<file path="src/rtl/mdio_pkg.sv">
// -----------------------------------------------------------------------------
// mdio_pkg
// Shared constants for the Clause-22 MDIO master: frame field codes, field
// bit counts, FSM state encodings and a helper that packs the 32 bits
// following the preamble (ST, OP, PHYAD, REGAD, TA, DATA), MSB first.
// -----------------------------------------------------------------------------
package mdio_pkg;

    // Frame field codes
    localparam logic [1:0] ST       = 2'b01;
    localparam logic [1:0] OP_WRITE = 2'b01;
    localparam logic [1:0] OP_READ  = 2'b10;
    localparam logic [1:0] TA_WRITE = 2'b10;

    // Field bit counts after the preamble
    localparam int HDR_BITS     = 14;
    localparam int TA_BITS      = 2;
    localparam int DATA_BITS    = 16;
    localparam int PAYLOAD_BITS = HDR_BITS + TA_BITS + DATA_BITS;

    // FSM state encodings
    localparam logic [2:0] S_IDLE = 3'd0;
    localparam logic [2:0] S_PRE  = 3'd1;
    localparam logic [2:0] S_HDR  = 3'd2;
    localparam logic [2:0] S_TA   = 3'd3;
    localparam logic [2:0] S_DATA = 3'd4;

    // Packs everything after the preamble. For reads the TA/DATA bits are
    // never driven (pad released), so their content is irrelevant.
    function automatic logic [31:0] build_payload(
        input logic        write,
        input logic [4:0]  phy_addr,
        input logic [4:0]  reg_addr,
        input logic [15:0] wdata
    );
        logic [1:0] op;
        op = write ? OP_WRITE : OP_READ;
        return {ST, op, phy_addr, reg_addr, TA_WRITE, wdata};
    endfunction

endpackage

</file>
<file path="src/rtl/mdio_clk_gen.sv">
// -----------------------------------------------------------------------------
// mdio_clk_gen
// MDC divider. While i_run is high, MDC is low for CLK_DIV cycles then high
// for CLK_DIV cycles. Held at 0 (divider cleared) when idle or on restart.
// Ports:
//   i_clk, i_rst     : system clock, synchronous active-high reset
//   i_restart        : clear divider (command acceptance)
//   i_run            : frame in progress
//   o_mdc            : management clock (registered)
//   o_rise           : MDC rises on the clock edge ending this cycle
//   o_bit_start      : a new bit begins on the clock edge ending this cycle
// -----------------------------------------------------------------------------
module mdio_clk_gen #(
    parameter int CLK_DIV = 20
) (
    input  logic i_clk,
    input  logic i_rst,
    input  logic i_restart,
    input  logic i_run,
    output logic o_mdc,
    output logic o_rise,
    output logic o_bit_start
);

    localparam int DIV_W = (CLK_DIV > 1) ? $clog2(CLK_DIV) : 1;
    localparam logic [DIV_W-1:0] DIV_LAST = DIV_W'(CLK_DIV - 1);
    localparam logic [DIV_W-1:0] DIV_ONE  = DIV_W'(1);
    localparam logic [DIV_W-1:0] DIV_ZERO = {DIV_W{1'b0}};

    if (CLK_DIV < 2) begin : g_bad_div
        $error("mdio_clk_gen: CLK_DIV must be at least 2");
    end

    logic [DIV_W-1:0] r_div;
    logic             r_mdc;
    logic             w_wrap;

    assign w_wrap      = (r_div == DIV_LAST);
    assign o_mdc       = r_mdc;
    assign o_rise      = i_run && w_wrap && !r_mdc;
    assign o_bit_start = i_run && w_wrap && r_mdc;

    // Half-period counter; MDC toggles each time the counter wraps
    always_ff @(posedge i_clk) begin
        if (i_rst) begin
            r_div <= DIV_ZERO;
            r_mdc <= 1'b0;
        end else if (i_restart || !i_run) begin
            r_div <= DIV_ZERO;
            r_mdc <= 1'b0;
        end else if (w_wrap) begin
            r_div <= DIV_ZERO;
            r_mdc <= ~r_mdc;
        end else begin
            r_div <= r_div + DIV_ONE;
        end
    end

endmodule

</file>
<file path="src/rtl/mdio_master.sv">
// -----------------------------------------------------------------------------
// mdio_master
// Clause-22 MDIO management master. Accepts one read/write command over a
// valid/ready handshake, serialises preamble + 32-bit frame onto MDC/MDIO and
// returns a one-cycle response strobe at the end of every frame.
// Optional feature macro: MDIO_TA_CHECK_EN -- when defined, a read frame
// whose second turnaround bit is not 0 reports o_rsp_err with o_rsp_valid.
// Ports:
//   i_clk, i_rst          : system clock, synchronous active-high reset
//   i_cmd_valid/o_cmd_ready: command handshake
//   i_cmd_write           : 1 = write, 0 = read
//   i_cmd_phy_addr/_reg_addr/_wdata : command fields
//   o_rsp_valid           : one-cycle end-of-frame pulse
//   o_rsp_rdata           : read data, held until the next read completes
//   o_rsp_err             : turnaround error, valid with o_rsp_valid
//   o_busy                : frame in progress
//   o_mdc, o_mdio_out, o_mdio_oen (1 = release), i_mdio_in : pad interface
// -----------------------------------------------------------------------------
module mdio_master
    import mdio_pkg::*;
#(
    parameter int CLK_DIV      = 20,
    parameter int PREAMBLE_LEN = 32
) (
    input  logic        i_clk,
    input  logic        i_rst,
    input  logic        i_cmd_valid,
    output logic        o_cmd_ready,
    input  logic        i_cmd_write,
    input  logic [4:0]  i_cmd_phy_addr,
    input  logic [4:0]  i_cmd_reg_addr,
    input  logic [15:0] i_cmd_wdata,
    output logic        o_rsp_valid,
    output logic [15:0] o_rsp_rdata,
    output logic        o_rsp_err,
    output logic        o_busy,
    output logic        o_mdc,
    input  logic        i_mdio_in,
    output logic        o_mdio_out,
    output logic        o_mdio_oen
);

    localparam int N_BITS = PREAMBLE_LEN + PAYLOAD_BITS;
    localparam logic [6:0] HDR_START  = 7'(PREAMBLE_LEN);
    localparam logic [6:0] TA_START   = 7'(PREAMBLE_LEN + HDR_BITS);
    localparam logic [6:0] DATA_START = 7'(PREAMBLE_LEN + HDR_BITS + TA_BITS);
    localparam logic [6:0] LAST_BIT   = 7'(N_BITS - 1);
`ifdef MDIO_TA_CHECK_EN
    localparam logic [6:0] TA2_BIT    = 7'(PREAMBLE_LEN + HDR_BITS + 1);
`endif

    // The 7-bit bit counter must hold every bit index of a frame
    if (PREAMBLE_LEN < 1 || N_BITS > 128) begin : g_bad_pre
        $error("mdio_master: PREAMBLE_LEN must be in 1..96");
    end

    logic [2:0]  r_state;
    logic [6:0]  r_bit_cnt;
    logic [31:0] r_shift;
    logic        r_write;
    logic [15:0] r_rx;
    logic        r_ta_err;
    logic        r_mdio_out;
    logic        r_mdio_oen;
    logic        r_busy;
    logic        r_rsp_valid;
    logic [15:0] r_rsp_rdata;
    logic        r_rsp_err;

    logic        w_accept;
    logic        w_run;
    logic        w_rise;
    logic        w_bit_start;
    logic [6:0]  w_next_bit;
    logic [2:0]  w_next_state;

    assign o_cmd_ready = (r_state == S_IDLE) && !i_rst;
    assign w_accept    = i_cmd_valid && o_cmd_ready;
    assign w_run       = (r_state != S_IDLE);
    assign w_next_bit  = r_bit_cnt + 7'd1;

    assign o_rsp_valid = r_rsp_valid;
    assign o_rsp_rdata = r_rsp_rdata;
    assign o_rsp_err   = r_rsp_err;
    assign o_busy      = r_busy;
    assign o_mdio_out  = r_mdio_out;
    assign o_mdio_oen  = r_mdio_oen;

    mdio_clk_gen #(
        .CLK_DIV (CLK_DIV)
    ) u_clk_gen (
        .i_clk       (i_clk),
        .i_rst       (i_rst),
        .i_restart   (w_accept),
        .i_run       (w_run),
        .o_mdc       (o_mdc),
        .o_rise      (w_rise),
        .o_bit_start (w_bit_start)
    );

    // Frame field that the upcoming bit index falls into
    always_comb begin
        w_next_state = S_DATA;
        if (w_next_bit < HDR_START) begin
            w_next_state = S_PRE;
        end else if (w_next_bit < TA_START) begin
            w_next_state = S_HDR;
        end else if (w_next_bit < DATA_START) begin
            w_next_state = S_TA;
        end else begin
            w_next_state = S_DATA;
        end
    end

    // Frame sequencer: accept, shift out bits at bit starts, sample at MDC rise
    always_ff @(posedge i_clk) begin
        if (i_rst) begin
            r_state     <= S_IDLE;
            r_bit_cnt   <= 7'd0;
            r_shift     <= 32'd0;
            r_write     <= 1'b0;
            r_rx        <= 16'd0;
            r_ta_err    <= 1'b0;
            r_mdio_out  <= 1'b1;
            r_mdio_oen  <= 1'b1;
            r_busy      <= 1'b0;
            r_rsp_valid <= 1'b0;
            r_rsp_rdata <= 16'd0;
            r_rsp_err   <= 1'b0;
        end else begin
            r_rsp_valid <= 1'b0;
            if (w_accept) begin
                // Bit 0 (first preamble '1') starts in the next cycle
                r_state    <= S_PRE;
                r_bit_cnt  <= 7'd0;
                r_shift    <= build_payload(i_cmd_write, i_cmd_phy_addr,
                                            i_cmd_reg_addr, i_cmd_wdata);
                r_write    <= i_cmd_write;
                r_rx       <= 16'd0;
                r_ta_err   <= 1'b0;
                r_busy     <= 1'b1;
                r_mdio_out <= 1'b1;
                r_mdio_oen <= 1'b0;
            end else if (r_state != S_IDLE) begin
                if (w_rise && !r_write) begin
                    if (r_state == S_DATA) begin
                        r_rx <= {r_rx[14:0], i_mdio_in};
                    end
`ifdef MDIO_TA_CHECK_EN
                    // A PHY that answers pulls the second TA bit low
                    if (r_bit_cnt == TA2_BIT) begin
                        r_ta_err <= i_mdio_in;
                    end
`endif
                end
                if (w_bit_start) begin
                    if (r_bit_cnt == LAST_BIT) begin
                        r_state     <= S_IDLE;
                        r_busy      <= 1'b0;
                        r_mdio_out  <= 1'b1;
                        r_mdio_oen  <= 1'b1;
                        r_rsp_valid <= 1'b1;
                        if (!r_write) begin
                            r_rsp_rdata <= r_rx;
                            r_rsp_err   <= r_ta_err;
                        end else begin
                            r_rsp_err   <= 1'b0;
                        end
                    end else begin
                        r_bit_cnt <= w_next_bit;
                        r_state   <= w_next_state;
                        if (w_next_bit >= HDR_START) begin
                            r_mdio_out <= r_shift[31];
                            r_shift    <= {r_shift[30:0], 1'b0};
                        end else begin
                            r_mdio_out <= 1'b1;
                        end
                        // Reads hand the pad to the PHY from the first TA bit
                        r_mdio_oen <= !r_write && (w_next_bit >= TA_START);
                    end
                end
            end
        end
    end

endmodule

</file>
<file path="config.mk">
export PLATFORM = sky130hd
export DESIGN_NAME = mdio_master
export DESIGN_NICKNAME = d
export VERILOG_FILES = /design/src/rtl/mdio_pkg.sv /design/src/rtl/mdio_clk_gen.sv /design/src/rtl/mdio_master.sv
export SDC_FILE = /design/constraint.sdc
export NUM_CORES = 1
export LEC_CHECK = 0
export CAP_MARGIN = 30
export CORE_ASPECT_RATIO = 1.5
export CORE_MARGIN = 1.5
export CORE_UTILIZATION = 40
export DETAILED_ROUTE_END_ITERATION = 7
export GPL_TIMING_DRIVEN = 0
export PLACE_DENSITY = 0.69
export SYNTH_ARGS = -nofsm -noshare
export SYNTH_HDL_FRONTEND = slang
export SYNTH_SLANG_ARGS = --single-unit
</file>
<file path="constraint.sdc">
create_clock -name i_clk -period 4.9 [get_ports i_clk]
set_input_delay 0.98 -clock i_clk [delete_from_list [all_inputs] [get_ports i_clk]]
set_output_delay 0.98 -clock i_clk [all_outputs]
set_load 0.02 [all_outputs]
</file>
Word-level counts from Yosys, hierarchy flattened
Cells that the tools add are included.

cells by class
  add/subtract/negate cells = 2
  multiply operators = 0
  divide/modulo/power cells = 0
  magnitude comparators = 5
  equality and inequality tests = 4
  shift operators = 0
  muxes and demuxes = 24
  bitwise operators = 6
  reductions and logical operators = 30

operator list
  kind                 count
  $mux 31              5
  $lt 7x6->1 const B   3
  $ge 7x6->1 const B   2
  $mux 1               14
  $mux 3               4
  $reduce_and 3->1     3
  $reduce_and 4->1     2
  $reduce_bool 2->1    4
  $add 7x1->7 const B  1
  $eq 7x6->1 const B   1
  $logic_and 1x1->1    7
  $not 1->1            6
  $add 5x1->5 const B  1
  $eq 5x5->1 const B   1
  $reduce_and 5->1     1
  $logic_not 1->1      4
  $reduce_and 2->1     2
  $reduce_or 2->1      2
  $reduce_or 4->1      1
  $eq 3x3->1 const B   1
  $logic_not 3->1      1
  $reduce_bool 3->1    1
  $reduce_or 3->1      1
  $mux 2               1
  other kinds (2)      2

word-level totals
  bits in registers = 85
  bits in latches = 0
  RAM bits = 0
  bits in read-only memories = 0
  input port bits = 31
  output and inout bits = 23
  logic and storage cells = 85
  memories kept = 0

Logic depth before layout (Yosys ltp)
  depth after elaboration = 9
  depth in mapped cells = 9
  gate-level depth less buffers = 6

Hierarchy
Synthesis repeated with hierarchy kept, for this count alone.

unflattened totals
  cells, all modules = 420
  area total of the unflattened synthesis = 3,644.7 µm²

by module, submodules not included
  module        times used  cells an instance  area an instance (µm²)  seq. area each (µm²)
  mdio_master   1           390                3,368.2                 1,581.5
  mdio_clk_gen  1           30                 276.5                   120.1

Worst setup path before layout
OpenSTA, ideal clock, no wires.

  path type = in2reg
  start point = input i_rst
  end point = register r_rsp_rdata[10] (netlist: o_rsp_rdata[10])
  library setup time = 0.128 ns
  arrival time = 2.433 ns
  required time = 4.772 ns
  slack = 2.339 ns
  stages on the path = 6
  path buffers = 1
  cell sequence = nor4_2 nand2_1 nand4_4 buf_4 mux2i_1 nor2_1

between the ends
  cells in the longest elaborated chain, start to end = 5

ends and longest elaborated chain
  item                        RTL line            RTL
  from (decl)                 mdio_master.sv:26   input logic i_rst,
  $logic_not 1->1             mdio_master.sv:77   assign o_cmd_ready = (r_state == S_IDLE) && !i_rst;
  $logic_and 1x1->1           mdio_master.sv:77
  $logic_and 1x1->1           mdio_master.sv:78   assign w_accept = i_cmd_valid && o_cmd_ready;
  $not 1->1 (no line)         n/a
  $reduce_and 5->1 (no line)  n/a
  to (signal assigned)        mdio_master.sv:164  r_rsp_rdata <= r_rx;
  to (decl)                   mdio_master.sv:67   logic [15:0] r_rsp_rdata;

Several ways; a longest one is shown, not always the timed one.
A chain may end at the register's enable or synchronous reset.

Worst setup path in the final report
  start point = input i_rst
  end point = output o_cmd_ready

between the ends
  cells in the longest elaborated chain, start to end = 2

ends and longest elaborated chain
  item               RTL line           RTL
  $logic_not 1->1    mdio_master.sv:77
  $logic_and 1x1->1  mdio_master.sv:77
  to (decl)          mdio_master.sv:28  output logic o_cmd_ready,

No other way between the ends.

==> results_dict.tcl <==
set metrics [dict create \
    vias_per_cell 5.101 \
    fin_skew_ps 7.915 \
    die_w_um 79.84 \
    synth_fa_ha_area_frac 0.007065 \
    crit_path_max_fanout 3 \
    period_minus_slack_ps 3393 \
    clkSinkCount 85 \
    synth_ff_type "dfxtp_1" \
    synth_top_family_by_area "simple AND/OR/NAND/NOR gates" \
    power.density_nw_per_um2 337.6 \
    timing.final.hold_violations 0 \
    yosysUniqueCellTypes 49 \
    start_kind "primary input" \
    synthXorXnorAreaFrac 0.02225 \
    wl_per_cell_um 13.66 \
    cts_max_level 3 \
    wirelength_um 7593 \
    start_util 0.4160 \
    r2r_slack_ps 2700 \
    timing.hold.ws_ps 452.8 \
    port_buffers 52 \
    postSynthAreaPerCell_sq_um 9.297 \
    place_hpwl_um 5416 \
    drt_iter0_drc 112 \
    min_to "r_shift[3]" \
    design.portCount 54 \
    power.total_w 0.001524 \
    peakVddDrop_mv 0.2071 \
    core_sq_um 8516 \
    grtUsageTotal 0.1662 \
    gp_congestion 0.8222 \
    cp.arrival_ps 2410 \
    p_leak_nw 1.788 \
    root_buffer "clkbuf_16" \
    vias 2836 \
    slew_headroom 0.5458 \
    synth_edf_count 0 \
    synth_compound_area_frac 0.1586 \
    grt_remaining_overflow 0 \
    yosysTopAreaCellShare 0.4804 \
    hp-class "flip-flop to flip-flop" \
    tightest_slew_ps 680.2 \
    grt_max_degree 14 \
    dr.pass1.iters 4 \
    dieArea_sq_um 9440 \
    cts_buffers 9 \
    yosys.area_share.simple 0.1812 \
    ant_nets 0 \
    clkLatencyLatePin_ps 330 \
    clk_path_buf_depth 2 \
    die_y_um 118.3 \
    ys_async_sr_fraction 0 \
    yosysWarnings 0 \
    yosysTopAreaCell "dfxtp_1" \
    path_class "primary input to output pin" \
    holdPathStages 2 \
    worstRegToRegCells 8 \
    syn_nets 414 \
    clk_pin_slew_ps 60 \
    syn_area_sq_um 3542 \
    ctsHoldBuffers 0 \
    post-route-period-util 0.6924 \
    maxCapViolCount 0 \
    fmax_mhz 294.7 \
    finalSetupTns_ps 0 \
    synthMuxAreaShare 0.09890 \
    cts-resized-gates 0 \
    synth_area_leaders "dfxtp_1, mux2i_1, nor2_1" \
    maxSlewViolCount 0 \
    rsz0062_at_grt "no" \
    setup_viol 0 \
    n_antenna_cell 0 \
    required_ps 3920 \
    cts_setup_buffers 0 \
    cts_tree "yes" \
    fp-row-count 41 \
    holdCritStartpoint "r_shift[3]" \
    timing.rr.start "u_clk_gen.r_div[0]" \
    synth_seq_cells 85 \
    drc_errors 0 \
    status "finished clean" \
    yosysSeqAreaShare 0.4804 \
    nets 477 \
    end_kind "output pin" \
    finalWorstSetupSlack_ps 1507 \
    antenna_found_initial 0 \
    synthesis.instances 381 \
    pre_cts_ws_ps 1491 \
    area_growth_syn_to_layout_pct 27.48 \
    r2r-end "r_shift[16]" \
    drive_gt1_frac 0.08463 \
    grt_pass1_vias 2641 \
    grt_pass1_wl_um 12490 \
]
==> Yosys cell counts, types with 2 or more instances <==
cell type / count
ha_1: 2
xor2_1: 2
and2_1: 2
dfxtp_1: 85
buf_6: 3
nand2b_1: 4
o21a_1: 2
nor2_1: 54
buf_2: 5
or3_1: 4
o21ai_0: 6
nand2_1: 41
a22oi_1: 26
buf_4: 9
nor3_1: 4
nor2b_1: 2
nand3_1: 9
a21oi_1: 34
clkbuf_1: 8
xnor2_1: 7
inv_1: 5
mux2i_1: 35
and3_1: 2
o311ai_1: 2
a31oi_1: 4
==> cells by family (layout without fill, tap and decap cells) <==
kind of cell             after synthesis  after routing
flip-flops                            85             85
XOR/XNOR                               9              9
buffers and inverters                 31             99
AO/OA/AOI/OAI                         84             84
multiplexers                          35             35
adder cells (fa/ha/maj)                2              2
other                                  1              1
AND/OR/NAND/NOR                      134            134
==> per-layer routing <==
layer  vias to the layer above  GRT usage  wire [um]  part of all wire
met2                        60     0.2765       3759              0.50
met5                         -          0          0                 0
li1                       1455          -          -                 -
met4                         0    0.06358        114             0.015
met1                      1309     0.2056       3321              0.44
met3                        12    0.03784        397             0.052
==> how the worst max path moves through the flow <==
stage          start  slack, ps         endpoint  cells past startpoint
2_1_floorplan  i_rst       2340  o_rsp_rdata[10]                      6
3_3_place_gp   i_rst       1520      o_cmd_ready                      3
3_5_place_dp   i_rst       1490      o_cmd_ready                      3
4_1_cts        i_rst       1480      o_cmd_ready                      3
5_1_grt        i_rst       1450      o_cmd_ready                      3
6_report       i_rst       1510      o_cmd_ready                      3
==> sequential cells by signal, indices dropped and copies added, names as in the netlist <==
signal           cells
o_mdio_oen           1
r_rx                16
r_bit_cnt            7
o_busy               1
o_rsp_rdata         16
r_write              1
r_state              3
u_clk_gen.o_mdc      1
u_clk_gen.r_div      5
o_mdio_out           1
r_shift             32
o_rsp_valid          1
==> placed cells by master (no fill, tap or decap), drive strengths merged, types with 2 or more instances in the layout <==
cell and n:
a21oi 34, o21a 2, mux2i 35, nand2 42
nor2b 2, nor3 4, nor4 3, buf 18
clkdlybuf4s50 52, clkbuf 21, nand4 2, or3 4
nand3 10, bufinv 2, inv 5, and3 2
o21ai 7, a31oi 4, and2 2, o311ai 3
nor2 54, nand2b 4, xor2 2, xnor2 7
dfxtp 85, a22oi 26, ha 2
==> where the power goes <==
part	internal (W)	switching, W
clock	0.000462	0.000254
combinational	0.0000463	0.0000461
sequential	0.000707	0.00000922
==> worst max-delay path, cell delays in order <==
cell and delay, ps:
clkdlybuf4s50_1 460, nor4_2 290, clkdlybuf4s50_1 680
==> per-stage QoR <==
step,utilization,area (sq um),std cells
after floorplan,-,3542,381
after global placement,0.4928,4197,540
after detailed placement,0.4928,4197,540
after CTS,0.5303,4516,556
after global routing,0.5303,4516,556
final,0.5303,4516,556
==> layout make-up <==
type / instances / area [sq um]
buffer: 26 / 160.2
clock buffer: 13 / 250.2
clock inverter: 3 / 68.82
fill: 790 / 4000
inverter: 5 / 18.77
multi-input combinational: 265 / 1662
sequential: 85 / 1702
tap: 107 / 133.9
timing repair buffer: 52 / 520.5
No activity file was read; power rests on OpenSTA's default activity.
